## src/rtl/freq_meter_pkg.sv

```systemverilog
// Shared types and constants for the frequency meter and its BCD converter.
package freq_meter_pkg;

    localparam int          COUNT_W       = 27;
    localparam int          BCD_DIGITS    = 8;
    localparam int          BCD_W         = 4 * BCD_DIGITS;
    localparam int          SHIFT_CNT_W   = $clog2(COUNT_W);
    localparam int unsigned DEF_CLK_HZ    = 50_000_000;
    localparam int unsigned DEF_MAX_COUNT = 99_999_999;

    typedef enum logic [1:0] {
        IDLE  = 2'd0,
        SHIFT = 2'd1,
        DONE  = 2'd2
    } conv_state_t;

    // Double-dabble correction: add 3 to every BCD digit that is 5 or more.
    function automatic logic [BCD_W-1:0] dabble_adjust(input logic [BCD_W-1:0] digits);
        logic [BCD_W-1:0] adj;
        adj = digits;
        for (int i = 0; i < BCD_DIGITS; i++) begin
            if (adj[4*i +: 4] >= 4'd5) begin
                adj[4*i +: 4] = adj[4*i +: 4] + 4'd3;
            end
        end
        return adj;
    endfunction

endpackage

```

## src/rtl/bin2bcd_seq.sv

```systemverilog
// Sequential double-dabble converter: one binary bit per cycle, result and
// done pulse on the cycle after the last shift. A new start aborts any
// conversion in flight and the old result is never published.
module bin2bcd_seq
    import freq_meter_pkg::*;
(
    input  logic               fin,
    input  logic               rst_n,
    input  logic               start,
    input  logic [COUNT_W-1:0] bin,
    output logic [BCD_W-1:0]   bcd,
    output logic               done
);

    conv_state_t            state;
    conv_state_t            state_next;
    logic [BCD_W-1:0]       digits;
    logic [COUNT_W-1:0]     bits;
    logic [SHIFT_CNT_W-1:0] shift_cnt;
    logic                   last_shift;
    logic                   load_result;

    assign last_shift = (shift_cnt == SHIFT_CNT_W'(COUNT_W - 1));

    // State register.
    // NOTE: sequential state uses non-blocking assignments so every flop
    // samples pre-edge values regardless of block evaluation order.
    always_ff @(posedge fin or negedge rst_n) begin
        if (!rst_n) begin
            state <= IDLE;
        end else begin
            state <= state_next;
        end
    end

    // Next-state logic; a start always (re)enters SHIFT.
    // NOTE: the default assignment up front keeps this block free of latches.
    always_comb begin
        state_next = state;
        if (start) begin
            state_next = SHIFT;
        end else begin
            case (state)
                IDLE:    state_next = IDLE;
                SHIFT:   state_next = last_shift ? DONE : SHIFT;
                DONE:    state_next = IDLE;
                default: state_next = IDLE;
            endcase
        end
    end

    // Output decode: publish only when DONE is not being pre-empted.
    always_comb begin
        load_result = (state == DONE) && !start;
    end

    // Working register: load on start, adjust-then-shift once per SHIFT cycle.
    always_ff @(posedge fin or negedge rst_n) begin
        if (!rst_n) begin
            digits    <= '0;
            bits      <= '0;
            shift_cnt <= '0;
        end else if (start) begin
            digits    <= '0;
            bits      <= bin;
            shift_cnt <= '0;
        end else if (state == SHIFT) begin
            {digits, bits} <= {dabble_adjust(digits), bits} << 1;
            shift_cnt      <= shift_cnt + 1'b1;
        end
    end

    // Result register and one-cycle completion pulse.
    always_ff @(posedge fin or negedge rst_n) begin
        if (!rst_n) begin
            bcd  <= '0;
            done <= 1'b0;
        end else begin
            done <= load_result;
            if (load_result) begin
                bcd <= digits;
            end
        end
    end

endmodule

```

## src/rtl/freq_meter.sv

```systemverilog
// Gated frequency meter: counts rising edges of an asynchronous input over a
// window of CLK_HZ reference cycles and reports the count in binary and BCD.
module freq_meter
    import freq_meter_pkg::*;
#(
    parameter int unsigned CLK_HZ    = DEF_CLK_HZ,
    parameter int unsigned MAX_COUNT = DEF_MAX_COUNT
) (
    input  logic               fin,
    input  logic               rst_n,
    input  logic               sig_in,
    output logic [COUNT_W-1:0] freq,
    output logic               freq_valid,
    output logic               ovf,
    output logic [BCD_W-1:0]   bcd,
    output logic               bcd_valid
);

    localparam int                 GATE_W    = $clog2(CLK_HZ + 1);
    localparam logic [GATE_W-1:0]  GATE_LAST = GATE_W'(CLK_HZ);
    localparam logic [COUNT_W-1:0] COUNT_MAX = COUNT_W'(MAX_COUNT);

    logic               sync_meta;
    logic               sync_q;
    logic               sync_prev;
    logic               sig_edge;
    logic [GATE_W-1:0]  gate;
    logic               gate_last;
    logic [COUNT_W-1:0] edge_cnt;
    logic [COUNT_W-1:0] edge_cnt_next;

    // Two-flop synchronizer plus one flop of history for rising-edge detect.
    always_ff @(posedge fin or negedge rst_n) begin
        if (!rst_n) begin
            sync_meta <= 1'b0;
            sync_q    <= 1'b0;
            sync_prev <= 1'b0;
        end else begin
            sync_meta <= sig_in;
            sync_q    <= sync_meta;
            sync_prev <= sync_q;
        end
    end

    assign sig_edge  = sync_q & ~sync_prev;
    assign gate_last = (gate == GATE_LAST);

    // Count including this cycle's edge, held at the saturation limit.
    always_comb begin
        edge_cnt_next = edge_cnt;
        if (sig_edge && (edge_cnt != COUNT_MAX)) begin
            edge_cnt_next = edge_cnt + 1'b1;
        end
    end

    // Gate counter runs 1..CLK_HZ; the edge counter restarts on the terminal cycle.
    always_ff @(posedge fin or negedge rst_n) begin
        if (!rst_n) begin
            gate     <= GATE_W'(1);
            edge_cnt <= '0;
        end else if (gate_last) begin
            gate     <= GATE_W'(1);
            edge_cnt <= '0;
        end else begin
            gate     <= gate + 1'b1;
            edge_cnt <= edge_cnt_next;
        end
    end

    // Publish the closing window's count, overflow flag and valid pulse.
    always_ff @(posedge fin or negedge rst_n) begin
        if (!rst_n) begin
            freq       <= '0;
            ovf        <= 1'b0;
            freq_valid <= 1'b0;
        end else begin
            freq_valid <= gate_last;
            if (gate_last) begin
                freq <= edge_cnt_next;
                ovf  <= (edge_cnt_next == COUNT_MAX);
            end
        end
    end

    bin2bcd_seq u_bin2bcd (
        .fin   (fin),
        .rst_n (rst_n),
        .start (freq_valid),
        .bin   (freq),
        .bcd   (bcd),
        .done  (bcd_valid)
    );

endmodule

```

## config.mk

```make
export PLATFORM = sky130hd
export DESIGN_NAME = freq_meter
export DESIGN_NICKNAME = d
export VERILOG_FILES = /design/src/rtl/freq_meter_pkg.sv /design/src/rtl/bin2bcd_seq.sv /design/src/rtl/freq_meter.sv
export SDC_FILE = /design/constraint.sdc
export NUM_CORES = 1
export LEC_CHECK = 0
export BUFFER_PORTS_ARGS = -buffer_cell sky130_fd_sc_hd__buf_4
export CORE_MARGIN = 1
export CORE_UTILIZATION = 60
export DETAILED_ROUTE_END_ITERATION = 12
export GPL_ROUTABILITY_DRIVEN = 0
export PLACE_DENSITY = 0.86
export SETUP_SLACK_MARGIN = 0.3
export SKIP_LAST_GASP = 1
export SYNTH_ARGS = -nofsm -noshare
export SYNTH_HDL_FRONTEND = slang
export SYNTH_SLANG_ARGS = --single-unit
```

## constraint.sdc

```tcl
create_clock -name fin -period 3.3 [get_ports fin]
set_clock_uncertainty 0.15 [all_clocks]
set_input_delay 0.33 -clock fin [delete_from_list [all_inputs] [get_ports fin]]
set_output_delay 0.33 -clock fin [all_outputs]
set_load 0.1 [all_outputs]
```

==> results_dict.tcl <==
set metrics [dict create \
    status "finished clean" \
    finish.utilization_pct 71.3 \
    post_cts_buffers 0 \
    clkTransAtPathRegs_ns 0.07 \
    grt_pass1_vias 6167 \
    relSlewSlack_pct 48.2 \
    grt_util_met2_pct 40.0 \
    yosysWarnings 0 \
    mostFrequentLayoutCells "182 x dfrtp_1, 129 x nand2_1, 76 x o21ai_0, 74 x nor2_1, 69 x buf_4" \
    intPower_mw 3.60 \
    hold_viol 0 \
    start_util_pct 62.0 \
    final_cell_area_um2 9970 \
    dpl_worst_slack_ns 0.687 \
    synthCells 858 \
    wl_per_cell_um 16.2 \
    synthTopCellsByArea "dfrtp_1 53%, nand2_1 5.6%, o21ai_0 4.4%, mux2_2 4.3%, xnor2_1 3.3%" \
    drt_iter0_drc 501 \
    cts-buffers-inserted 17 \
    ys_types 54 \
    leakage_nw 4.56 \
    dpl_cell_area_um2 9340 \
    synth_nets 882 \
    grt_pass1_wl_um 30200 \
    dieWidth_um 122 \
    critical_path.top_delay_family "simple AND/OR/NAND/NOR gates" \
    tightest_slew_ns 0.776 \
    p_comb_share_pct 5.1 \
    async_flop_share_pct 100 \
    dr.pass1.iters 5 \
    dp_cells 1071 \
    p_clk_share_pct 44.3 \
    fmax_mhz 364 \
    avgSynthCellArea_um2 10.1 \
    cpPeakStageDelay_ns 0.47 \
    rsz0062_at_grt "false" \
    crit_arrival_ns 2.94 \
    viasPerCell 5.82 \
    die_area_um2 14900 \
    ys_seq_area_share_pct 53.1 \
    cap_violations 0 \
    hp-class "reg2reg" \
    synth_top_area_cell "dfrtp_1" \
    required_ns 3.49 \
    antenna_found_initial 0 \
    cp-end-kind "flop" \
    p_sw_share_pct 22.3 \
    final_nets 936 \
    clk_root_buffer_cell "clkbuf_16" \
    route.detailed.drc 0 \
    min_period_ns 2.75 \
    clock_path_buffers 2 \
    critPathLaunchType "flop" \
    io_buffers 64 \
    grt_use_met1_pct 36.2 \
    die_h_um 122 \
    wl_um 17900 \
    antenna_cells 0 \
    finalSetupViolCount 0 \
    mostFrequentLayoutCell "dfrtp_1" \
    dp_hpwl_um 11900 \
    cp_max_fo 8 \
    maxSlewViolCount 0 \
    synth_flop_cell "dfrtp_1" \
    grt_max_degree 81 \
    power_switching_mw 1.04 \
    drive_above_1_share_pct 17.0 \
    grt_overflow 0 \
    hold_slack_ns 0.203 \
    htree_levels 4 \
    setup_slack_ns 0.553 \
    ys_ff_latch 184 \
    grt-busiest-layer "met2" \
    powerDensity_nw_per_um2 465 \
    power_mw 4.64 \
    ir_worst_vdd_mv 0.378 \
    antenna_left 0 \
    yosysTopAreaCellShare_pct 52.8 \
    path_class "reg2reg" \
    crit_buf_inv 0 \
    cp_slowest_cell "dfrtp_1" \
    grt_use_met3_pct 4.88 \
    cts_sinks 184 \
    rows 43 \
    syn_area_um2 8680 \
    io_pins 65 \
    layout.cells.non_filler 1104 \
    crit_chain "and3_1, nand3_2, nor3_1, mux2_2, nor4bb_1, nand4b_1, o31ai_2" \
    grt_usage_pct 26.1 \
    synth-edff-count 0 \
    core_area_um2 14000 \
    cts_tree "done" \
    clk_latency_ns 0.43 \
    vias 6424 \
    seq_power_share_pct 50.6 \
    syn2layout_area_growth_pct 14.9 \
    tns_ns 0 \
    fin_crit_sh_pct 83.2 \
]
-- routing by layer --
metal	part of all wire (%)	wire length [um]
met1	44	7930
met2	48	8530
met3	5.3	942
met4	2.9	529
met5	0	0
-- flip-flops by register name (all words and copies together), names as in the netlist, 2 cells and up --
name,count
u_bin2bcd.state,2
u_bin2bcd.bcd,32
u_bin2bcd.digits,32
u_bin2bcd.bits,27
gate,26
edge_cnt,27
u_bin2bcd.shift_cnt,5
freq,27
-- power groups by stage --
stage / clock (mW) / combinational (mW) / sequential, mW
after floorplan: 0 / 0.178 / 2.36
after global placement: 0 / 0.224 / 2.38
after detailed placement: 0 / 0.230 / 2.39
after CTS: 2.08 / 0.236 / 2.35
after global routing: 2.18 / 0.270 / 2.36
final: 2.05 / 0.237 / 2.35
-- path summary, 6_finish.rpt --
path	start	endpoint	slack, ns	cells past startpoint
max	edge_cnt[2]$_DFF_PN0_	ovf$_DFFE_PN0P_	0.55	7
min	sync_meta$_DFF_PN0_	sync_q$_DFF_PN0_	0.20	0
max reg2reg	edge_cnt[2]$_DFF_PN0_	ovf$_DFFE_PN0P_	0.55	7
min reg2reg	sync_meta$_DFF_PN0_	sync_q$_DFF_PN0_	0.20	0
max in group asynchronous	rst_n	freq_valid$_DFF_PN0_	1.81	3
min in group asynchronous	rst_n	u_bin2bcd.bcd[10]$_DFFE_PN0P_	0.33	2
-- final cells by class --
| type | instances | area (um2) |
|---|---|---|
| clock inverters | 6 | 87.6 |
| repair buffers | 75 | 609 |
| fillers | 1011 | 4020 |
| clock buffers | 25 | 515 |
| inverters | 23 | 86.3 |
| flip-flops and latches | 184 | 4610 |
| multi-input cells | 611 | 3840 |
| well taps | 180 | 225 |
-- cells in the mapped netlist, drive strengths merged, types with 6 or more instances --
| cell type | instances |
|---|---|
| clkbuf | 34 |
| nor3 | 24 |
| o21ai | 80 |
| nand3 | 28 |
| inv | 23 |
| ha | 21 |
| and3 | 9 |
| nand4 | 13 |
| xor2 | 33 |
| mux2i | 28 |
| nand2 | 130 |
| a21oi | 42 |
| nand2b | 12 |
| nor4 | 10 |
| mux2 | 34 |
| xnor2 | 33 |
| nor2 | 74 |
| dfrtp | 183 |
| buf | 6 |
-- repair_timing --
item / CTS / global route
endpoints found under the setup margin: 0 / 1
hold buffers: 2 / 0
hold endpoints to repair: 78 / 0
gates resized for setup: 0 / 1
-- kinds of logic (layout without fill, tap and decap cells) --
| kind of cell | after synthesis | count (layout) | share of synthesized area, % |
|---|---|---|---|
| simple gates | 330 | 330 | 18.7 |
| flops | 184 | 184 | 53.1 |
| xor+xnor | 66 | 66 | 6.66 |
| buf+inv | 63 | 129 | 2.93 |
| fa+ha+maj | 21 | 21 | 3.03 |
| compound gates | 132 | 132 | 7.94 |
| mux | 62 | 62 | 7.68 |
(Power assumes the default switching activity.)
